$ cat src/rtl/adder_operand_sequencer.sv
// Operand/result sequencer around a combinational OP_W-bit adder: gathers A, B and
// carry-in from a narrow word stream, captures sum/carry after one settle cycle, drains the result.
module adder_operand_sequencer #(
    parameter int unsigned WORD_W = 16,
    parameter int unsigned OP_W   = 64
) (
    input  logic              clk,
    input  logic              rst_n,
    input  logic              in_valid,
    output logic              in_ready,
    input  logic [WORD_W-1:0] in_data,
    input  logic              in_cin,
    output logic [OP_W-1:0]   adder_a,
    output logic [OP_W-1:0]   adder_b,
    output logic              adder_cin,
    input  logic [OP_W-1:0]   adder_sum,
    input  logic              adder_cout,
    output logic              out_valid,
    input  logic              out_ready,
    output logic [WORD_W-1:0] out_data,
    output logic              out_last,
    output logic              out_cout,
    output logic              busy
);

    localparam int unsigned NWORDS = OP_W / WORD_W;
    localparam int unsigned CNT_W  = (NWORDS > 1) ? $clog2(NWORDS) : 1;
    localparam logic [CNT_W-1:0] CNT_LAST = CNT_W'(NWORDS - 1);

    typedef enum logic [1:0] {
        LOAD_A,
        LOAD_B,
        EXEC,
        DRAIN
    } state_e;

    state_e            state_q;
    logic [CNT_W-1:0]  cnt_q;
    logic [CNT_W-1:0]  cnt_d;
    logic [OP_W-1:0]   a_q;
    logic [OP_W-1:0]   b_q;
    logic              cin_q;
    logic [OP_W-1:0]   res_q;
    logic              cout_q;
    logic              in_ready_q;
    logic              out_valid_q;
    logic              busy_q;

    logic              in_xfer;
    logic              out_xfer;
    logic              cnt_last;

    always_comb begin
        in_xfer  = in_valid && in_ready_q;
        out_xfer = out_valid_q && out_ready;
        cnt_last = (cnt_q == CNT_LAST);
        cnt_d    = cnt_last ? '0 : cnt_q + 1'b1;
    end

    // Handshake flags are registered alongside the state so they change only on edges.
    always_ff @(posedge clk or negedge rst_n) begin
        if (!rst_n) begin
            state_q     <= LOAD_A;
            cnt_q       <= '0;
            a_q         <= '0;
            b_q         <= '0;
            cin_q       <= 1'b0;
            res_q       <= '0;
            cout_q      <= 1'b0;
            in_ready_q  <= 1'b1;
            out_valid_q <= 1'b0;
            busy_q      <= 1'b0;
        end else begin
            case (state_q)
                LOAD_A: begin
                    if (in_xfer) begin
                        a_q[cnt_q*WORD_W +: WORD_W] <= in_data;
                        cnt_q <= cnt_d;
                        if (cnt_last) begin
                            state_q <= LOAD_B;
                        end
                    end
                end
                LOAD_B: begin
                    if (in_xfer) begin
                        b_q[cnt_q*WORD_W +: WORD_W] <= in_data;
                        cnt_q <= cnt_d;
                        if (cnt_last) begin
                            cin_q      <= in_cin;
                            in_ready_q <= 1'b0;
                            busy_q     <= 1'b1;
                            state_q    <= EXEC;
                        end
                    end
                end
                EXEC: begin
                    // Operands have been stable for a full cycle; the adder output is settled.
                    res_q       <= adder_sum;
                    cout_q      <= adder_cout;
                    out_valid_q <= 1'b1;
                    state_q     <= DRAIN;
                end
                DRAIN: begin
                    if (out_xfer) begin
                        cnt_q <= cnt_d;
                        if (cnt_last) begin
                            out_valid_q <= 1'b0;
                            busy_q      <= 1'b0;
                            in_ready_q  <= 1'b1;
                            state_q     <= LOAD_A;
                        end
                    end
                end
                default: begin
                    state_q <= LOAD_A;
                end
            endcase
        end
    end

    assign in_ready  = in_ready_q;
    assign adder_a   = a_q;
    assign adder_b   = b_q;
    assign adder_cin = cin_q;
    assign out_valid = out_valid_q;
    assign out_data  = out_valid_q ? res_q[cnt_q*WORD_W +: WORD_W] : '0;
    assign out_last  = out_valid_q && cnt_last;
    assign out_cout  = cout_q;
    assign busy      = busy_q;

endmodule

$ cat config.mk
export PLATFORM = sky130hd
export DESIGN_NAME = adder_operand_sequencer
export DESIGN_NICKNAME = d
export VERILOG_FILES = /design/src/rtl/adder_operand_sequencer.sv
export SDC_FILE = /design/constraint.sdc
export NUM_CORES = 1
export LEC_CHECK = 0
export ABC_CLOCK_PERIOD_IN_PS = 4330
export CELL_PAD_IN_SITES_DETAIL_PLACEMENT = 1
export CELL_PAD_IN_SITES_GLOBAL_PLACEMENT = 2
export CORE_UTILIZATION = 33
export DETAILED_ROUTE_END_ITERATION = 6
export HOLD_SLACK_MARGIN = 0.12
export PLACE_DENSITY = 0.88
export SYNTH_ARGS = -nofsm -noshare
export SYNTH_HDL_FRONTEND = slang
export SYNTH_SLANG_ARGS = --single-unit
$ cat constraint.sdc
create_clock -name clk -period 4.33 [get_ports clk]
set_input_delay 1.0825 -clock clk [delete_from_list [all_inputs] [get_ports clk]]
set_output_delay 1.0825 -clock clk [all_outputs]
set_load 0.05 [all_outputs]
# [Word-level counts from Yosys, hierarchy flattened]
# Cells that the tools add are included.
[classes] reduce_logical=15 n_addsub=2 n_eq_ne=11 n_shift=3 n_mux=23
[ops] operator="bitwise mux 64 bit" n=2
[ops] operator="variable shift 16 x 34 -> 64 bit, first input constant" n=1
[ops] operator="indexed part select 16 x 34 -> 64 bit" n=1
[ops] operator="indexed part select 64 x 7 -> 16 bit" n=1
[ops] operator="negation 6 -> 34 bit" n=1
[ops] operator="two-way mux 2 bit" n=9
[ops] operator="two-way mux 16 bit" n=1
[ops] operator="inequality test 2 bit, second input constant" n=6
[ops] operator="AND reduction 3 bit" n=3
[ops] operator="one-hot mux 2 bit (4 select lines)" n=1
[ops] operator="equality test 2 bit, second input constant" n=3
[ops] operator="two-way mux 1 bit" n=6
[ops] operator="one-hot mux 1 bit (2 select lines)" n=3
[ops] operator="AND reduction 6 bit" n=1
[ops] operator="nonzero test 2 bit" n=3
[ops] operator="AND reduction 5 bit" n=1
[ops] operator="one-hot mux 2 bit (2 select lines)" n=1
[ops] operator="AND reduction 2 bit" n=2
[ops] operator="logical AND 1 bit" n=3
[ops] operator="adder 2 x 1 -> 2 bit, second input constant" n=1
[ops] operator="equality test 2 x 1 -> 1 bit, second input constant" n=1
[ops] operator="zero test 2 bit" n=1
[ops] operator="inequality test 2 x 1 -> 1 bit, second input constant" n=1
[ops] operator="OR reduction 2 bit" n=1
[word_totals] regBits=201

# [Logic depth before layout (Yosys ltp)]
# Gate-level depths: netlist (run 1).
[depth] ltp_word=4 ltp_mapped=9

# [Worst setup path after synthesis (run 1)]
# No wires, ideal clock.
[synth_path] kind="reg2out" from="register out_valid_q, in the netlist out_valid" to="output port out_data[10]" arrival_ps=1576 path_stages_with_launch=4 slack_ps=1672 path_buffers=2 path_cell_list="dfrtp_1 clkbuf_1 clkbuf_1 and2_1"
[synth_via] elab_chain_cells=1
[synth_lines] item="start: declaration" line_no="46" source="logic out_valid_q;"
[synth_lines] item="start signal: assignment" line_no="71" source="out_valid_q <= 1'b0;"
[synth_lines] item="start signal: assignment" line_no="100" source="out_valid_q <= 1'b1;"
[synth_lines] item="start signal: assignment" line_no="107" source="out_valid_q <= 1'b0;"
[synth_lines] item="two-way mux 16 bit" line_no="126" source="assign out_data = out_valid_q ? res_q[cnt_q*WORD_W +: WORD_W] : '0;"
[synth_lines] item="end: declaration" line_no="20" source="output logic [WORD_W-1:0] out_data,"
# Every way passes these cells.

# [Final worst setup path (run 1)]
[layout_path] from="register cnt_q[0]" to="output port out_data[15]"
[layout_via] elab_chain_cells=2
[layout_lines] item="start: declaration" line_no="38" source="logic [CNT_W-1:0] cnt_q;"
[layout_lines] item="start signal: assignment" line_no="78" source="cnt_q <= cnt_d;"
[layout_lines] item="start signal: assignment" line_no="87" source="cnt_q <= cnt_d;"
[layout_lines] item="start signal: assignment" line_no="105" source="cnt_q <= cnt_d;"
[layout_lines] item="indexed part select 64 x 7 -> 16 bit" line_no="126"
[layout_lines] item="two-way mux 16 bit" line_no="126"
# Every way passes these cells.

==> reports/qor.txt, run 1 <==
Via count of the first global-routing pass: 6587
Total of hold buffers inserted after clock tree synthesis: 0
Number of antenna violations at the first check in global routing: 0
Worst-case headroom to the max-slew limit: 38.9%
Internal power: 3.08 mW
Post-DRT Antenna Nets: 0
Clock Root Buffer: sky130_fd_sc_hd__clkbuf_16
TritonCTS clock tree: done
Net switching fraction of the power: 21.4%
Proportion of layout cells with a drive suffix above 1: 14.8%
Floorplan die height: 160 um
Cells traversed along the worst timing path: mux4_2, and2_1, clkdlybuf4s50_1
Global-route wire length before repair: 38500 um
Port bufs: 235
Kind of start point of the critical path: register
Crit Path Max Fanout: 28
Outcome: finished, final reports clean
CP endpoint kind: output pin
Via/cell ratio: 4.76
Number of clock sinks seen by CTS: 201
Peak supply drop: 0.247 mV
Number of buffers and inverters on the critical path: 1
Layout net count: 1042
Layout Skew: 9.81 ps
Final GP Congestion: 0.750
Yosys reg bits: 201
Syn_area_per_cell: 11.5 um^2
Tot GR Track Use: 19.1%
Required time of the critical path: 3250 ps
Slew at the pin closest to its max-slew limit: 916 ps
Share of the cycle needed by the critical path after routing: 92.3%
Number of primary I/O pins: 236
Total placed instance area: 10900 um^2
Detailed Route WL: 23900 um
Maximum number of pins on one net before global-route repair: 110
Clock latency on the worst-skew pair: 510 ps
Maximum operating frequency: 0.250 GHz
Final Instance Count excl. Fillers: 1285
Total number of vias: 6112
Number of cell rows: 57
Initial drt markers: 233
Post-placement cell count: 1244
Syn Inst Count: 717
Clock-pin slew of the registers on the worst-case setup and hold paths: 60 ps
Buffers inserted during post-CTS setup optimization: 0
Remaining global-route overflow: 0
Filler Cell Count: 2589
Power per unit of standard cell area: 335 nW/um^2
Total negative slack for setup checks: 0 ps
Summed instance area of the synthesized netlist: 8280 um^2
Area added between synthesis and finish: 41.0%
Worst-case clock buffer depth: 3
Kind of cell adding the most delay to the critical path: flip-flops
Max Transition Viols Final: 0
YS warnings: 0
Crit path max-delay cell type: sky130_fd_sc_hd__dfrtp_2
DPL Wire Length: 17000 um
Crit path DAT: 2910 ps
Leading cell types in the layout, fill and taps excluded: sky130_fd_sc_hd__clkdlybuf4s50_1, sky130_fd_sc_hd__dfrtp_1, sky130_fd_sc_hd__nand2_1
Setup violators final: 0
Worst setup slack after placement: 832 ps
# Max-Cap Violations: 0
Proportion of power drawn by combinational gates: 3.6%
Starting density of the core: 33.8%
Clk pwr share: 48.4%
Core footprint: 24500 um^2
Worst Setup SP: cnt_q[0]
Switching power total: 0.838 mW
Number of clock buffers inserted by TritonCTS: 24
Non-Filler Cell Area, Final: 11700 um^2
Die X-Extent: 160 um
First-pass iteration count of the detailed router: 4
H-tree Lvls: 1
Startpoint of the worst hold path: adder_b[14]
Most common library cell in the layout ignoring fill and taps: sky130_fd_sc_hd__clkdlybuf4s50_1
Number of remaining DRC errors: 0
Portion of the post-synthesis area used by sequential elements: 60.8%
Count of different cell masters after synthesis: 32
Worst-case setup margin in the final layout: 334 ps
Fraction of power consumed by sequential logic: 48.0%
RSZ-0062 raised after global routing: false
Classification of the worst setup path: register to output pin
WL per Instance: 18.6 um
# diodes: 0
Final hold violations: 0
Leakage dissipation: 5.06 nW
Number of resized instances in the post-cts repair step: 0
Floorplan die area: 25700 um^2
Syn_nets: 813
Worst reg2reg path startpoint: cnt_q[0]
Hold crit path type: register to register
Delay contributed by the slowest stage of the critical path: 910 ps
Final min period: 4000 ps
worst reg2reg max path, cell delays in order, from the launching register on:
cell and delay (ps):
sky130_fd_sc_hd__dfrtp_2 910, sky130_fd_sc_hd__inv_1 200, sky130_fd_sc_hd__ha_1 450, sky130_fd_sc_hd__nor4b_4 780, sky130_fd_sc_hd__nand2_1 220, sky130_fd_sc_hd__o21ai_0 210
layout make-up:
class | instances | area [um^2] | share of cell area [%]
tap | 324 | 405 | 3.47
sequential | 201 | 5030 | 43.1
clock inverter | 3 | 30.0 | 0.257
timing repair buffer | 249 | 2470 | 21.2
clock buffer | 38 | 713 | 6.11
inverter | 4 | 15.0 | 0.129
multi-input combinational | 466 | 3000 | 25.7
cells in the mapped netlist, drive strengths merged:
cell / number / area share (%)
o32a: 1 / 0.12
mux2: 69 / 9.4
nand2b: 1 / 0.076
a221oi: 1 / 0.11
nor2: 3 / 0.14
nand2: 195 / 8.8
mux4: 16 / 4.4
and2: 17 / 1.3
dfstp: 1 / 0.32
inv: 4 / 0.18
clkbuf: 28 / 1.3
o21ai: 129 / 7.8
nor3b: 1 / 0.091
nor4b: 2 / 0.57
nand3: 3 / 0.24
a22o: 1 / 0.11
o21ba: 1 / 0.12
and3b: 1 / 0.11
nand4: 9 / 0.76
ha: 10 / 1.5
a222oi: 1 / 0.12
and4bb: 2 / 0.30
a21oi: 3 / 0.18
buf: 18 / 1.6
dfrtp: 200 / 60
registers in the layout, indices dropped and copies added (netlist names), 2 cells and up:
signal,cells
adder_a,64
adder_b,64
res_q,64
cnt_q,2
state_q,2
through the flow:
stage | hold WS [ps] | power [mW] | utilization [%]
2_1_floorplan | 475 | 1.92 | -
3_3_place_gp | 460 | 2.06 | 44.7
3_5_place_dp | 469 | 2.06 | 44.7
4_1_cts | 482 | 3.98 | 47.7
5_1_grt | 492 | 4.06 | 47.7
6_report | 474 | 3.91 | 47.7
power groups by stage:
stage | Sequential, mW | Combinational (mW) | Clock (mW)
final | 1.88 | 0.140 | 1.89
after global routing | 1.88 | 0.155 | 2.02
after CTS | 1.88 | 0.146 | 1.95
after detailed placement | 1.91 | 0.145 | 0
after global placement | 1.91 | 0.143 | 0
after floorplan | 1.91 | 0.00658 | 0
logic make-up after synthesis:
family | count (synthesis) | synth area share (%)
AO/OA/AOI/OAI | 137 | 8.55
flip-flops | 201 | 60.8
adder cells (fa/ha/maj) | 10 | 1.51
buffers and inverters | 50 | 3.01
AND/OR/NAND/NOR | 234 | 12.4
multiplexers | 85 | 13.7
path summary, 6_finish.rpt:
kind / cells past startpoint / endpoint / slack, ps
max reg2reg: 5 / adder_a[58] / 1460
max in group asynchronous: 2 / adder_b[15] / 2800
min: 2 / adder_b[14] / 470
min reg2reg: 2 / adder_b[14] / 470
min in group asynchronous: 1 / adder_a[53] / 690
max: 3 / out_data[15] / 330
layer usage:
layer | track usage, % | wire (um) | vias to the layer above
met5 | 0 | 0 | -
met4 | 2.68 | 282 | 0
met3 | 5.42 | 1740 | 25
met2 | 32.2 | 11500 | 206
met1 | 24.9 | 10400 | 2985
li1 | - | - | 2896
Note: power is estimated with default switching activity, not from simulation.
==> inputs of run 2 (changes only) <==
SETUP_SLACK_MARGIN = 0.15   (was default)
==> results of run 2 <==
Same layout as run 1: the final DEF is identical, and so are final timing and power.
==> inputs of run 3 (changes only) <==
CORE_UTILIZATION = 30   (was 33)
PLACE_DENSITY = 0.81   (was 0.88)
==> reports/qor.txt, run 3 (synthesis results as in run 1) <==
Final GP Congestion: 0.801
WL per Instance: 18.9 um
Peak supply drop: 0.218 mV
Maximum number of pins on one net before global-route repair: 84
Finished Core Util: 43.4%
Proportion of layout cells with a drive suffix above 1: 15.2%
Internal power: 3.11 mW
Worst Setup SP: cnt_q[0]
Net switching fraction of the power: 21.8%
Worst-case headroom to the max-slew limit: 37.5%
Crit path DAT: 2750 ps
Clock latency on the worst-skew pair: 520 ps
Total number of vias: 6258
Post-DRT Antenna Nets: 0
Filler Cell Count: 2918
Max Transition Viols Final: 0
Routed length on met2: 11900 um
Classification of the worst setup path: register to output pin
Buffers inserted during post-CTS setup optimization: 0
# Max-Cap Violations: 0
Final hold violations: 0
Leakage dissipation: 5.07 nW
Non-Filler Cell Area, Final: 11700 um^2
CP endpoint kind: output pin
Die X-Extent: 168 um
Power per unit of standard cell area: 339 nW/um^2
Setup violators final: 0
Global-route wire length before repair: 39200 um
Via/cell ratio: 4.80
Fraction of power consumed by sequential logic: 47.2%
Total negative slack for setup checks: 0 ps
Floorplan die area: 28300 um^2
Number of remaining DRC errors: 0
H-tree Lvls: 1
Maximum operating frequency: 0.261 GHz
Number of primary I/O pins: 236
Final Instance Count excl. Fillers: 1305
RSZ-0062 raised after global routing: false
Number of cell rows: 60
Top sig layer: met4
Routed met1 length: 10300 um
Proportion of power drawn by combinational gates: 3.5%
Number of antenna violations at the first check in global routing: 0
Detailed route wirelength on metal3: 2130 um
Detailed Route WL: 24700 um
Clk pwr share: 49.2%
Startpoint of the worst hold path: adder_b[1]
Number of clock buffers inserted by TritonCTS: 25
Clock Root Buffer: sky130_fd_sc_hd__clkbuf_16
Hold Slack: 475 ps
First-pass iteration count of the detailed router: 4
Port bufs: 235
Kind of start point of the critical path: register
Starting density of the core: 30.6%
Worst-case setup margin in the final layout: 493 ps
Hold crit path type: register to register
DPL Wire Length: 17500 um
Tot GR Track Use: 17.8%
Number of clock sinks seen by CTS: 201
Area added between synthesis and finish: 41.7%
Clock-pin slew of the registers on the worst-case setup and hold paths: 60 ps
Layout net count: 1044
Leading cell types in the layout, fill and taps excluded: sky130_fd_sc_hd__clkdlybuf4s50_1, sky130_fd_sc_hd__dfrtp_1, sky130_fd_sc_hd__nand2_1
Final min period: 3840 ps
Switching power total: 0.868 mW
Worst setup slack after placement: 780 ps
Share of the cycle needed by the critical path after routing: 88.6%
Via count of the first global-routing pass: 6677
TritonCTS clock tree: done
Core footprint: 27000 um^2
Remaining global-route overflow: 0
Outcome: finished, final reports clean
Layout Skew: 7.71 ps
Most common library cell in the layout ignoring fill and taps: sky130_fd_sc_hd__clkdlybuf4s50_1
Worst-case clock buffer depth: 3
Slew at the pin closest to its max-slew limit: 934 ps
Crit Path Max Fanout: 28
Initial drt markers: 285
Floorplan die height: 168 um
Worst reg2reg path startpoint: cnt_q[0]
Total placed instance area: 11000 um^2
# diodes: 0
Post-placement cell count: 1262
Required time of the critical path: 3250 ps
Power consumption: 3.98 mW
## run 3: changes by cell type in the layout (fill, tap and decap cells not counted)
cell and delta:
sky130_fd_sc_hd__buf_4 +1, sky130_fd_sc_hd__clkbuf_1 -2, sky130_fd_sc_hd__clkbuf_16 +1, sky130_fd_sc_hd__clkinv_2 +1
sky130_fd_sc_hd__clkinv_8 -1, sky130_fd_sc_hd__clkinvlp_4 +3, sky130_fd_sc_hd__dfrtp_2 -1, sky130_fd_sc_hd__dfrtp_4 +1
## run 3: path summary, 6_finish.rpt
check                          endpoint  slack, ps  depth (start not counted)
setup reg to reg            adder_a[48]       1640                          5
hold reg to reg              adder_b[1]        470                          2
min in group asynchronous   adder_b[43]        630                          1
max in group asynchronous     res_q[19]       2770                          2
hold / removal               adder_b[1]        470                          2
setup / recovery           out_data[15]        490                          3
## run 3: repair_timing
action	4_1_cts	5_1_grt
hold buffers	0	0
setup endpoints to repair	0	1
resized for setup	0	1
## run 3: final cells by class
type / count / area, um^2 / share of cell area [%]
inverter: 4 / 15.0 / 0.128
tap: 341 / 427 / 3.64
timing repair buffer: 250 / 2480 / 21.2
clock inverter: 6 / 41.3 / 0.352
multi-input combinational: 466 / 3000 / 25.6
clock buffer: 37 / 731 / 6.23
sequential: 201 / 5030 / 42.9
## run 3: power groups by stage
stage	clock network, mW	logic (mW)	registers [mW]
floorplan	0	0.00658	1.91
global placement	0	0.144	1.91
detailed placement	0	0.145	1.91
CTS	2.03	0.146	1.88
global route	2.09	0.155	1.88
finish	1.96	0.141	1.88
## run 3: layer usage
metal	up-vias	GRT usage, %
li1	2911	-
met1	3090	21.9
met2	220	30.3
met3	37	6.21
met4	0	3.72
met5	-	0
## run 3: worst max-delay path, stage by stage, from the launching register on
cell	delay, ps
sky130_fd_sc_hd__dfrtp_4	750
sky130_fd_sc_hd__mux4_2	560
sky130_fd_sc_hd__and2_1	170
sky130_fd_sc_hd__clkdlybuf4s50_1	750
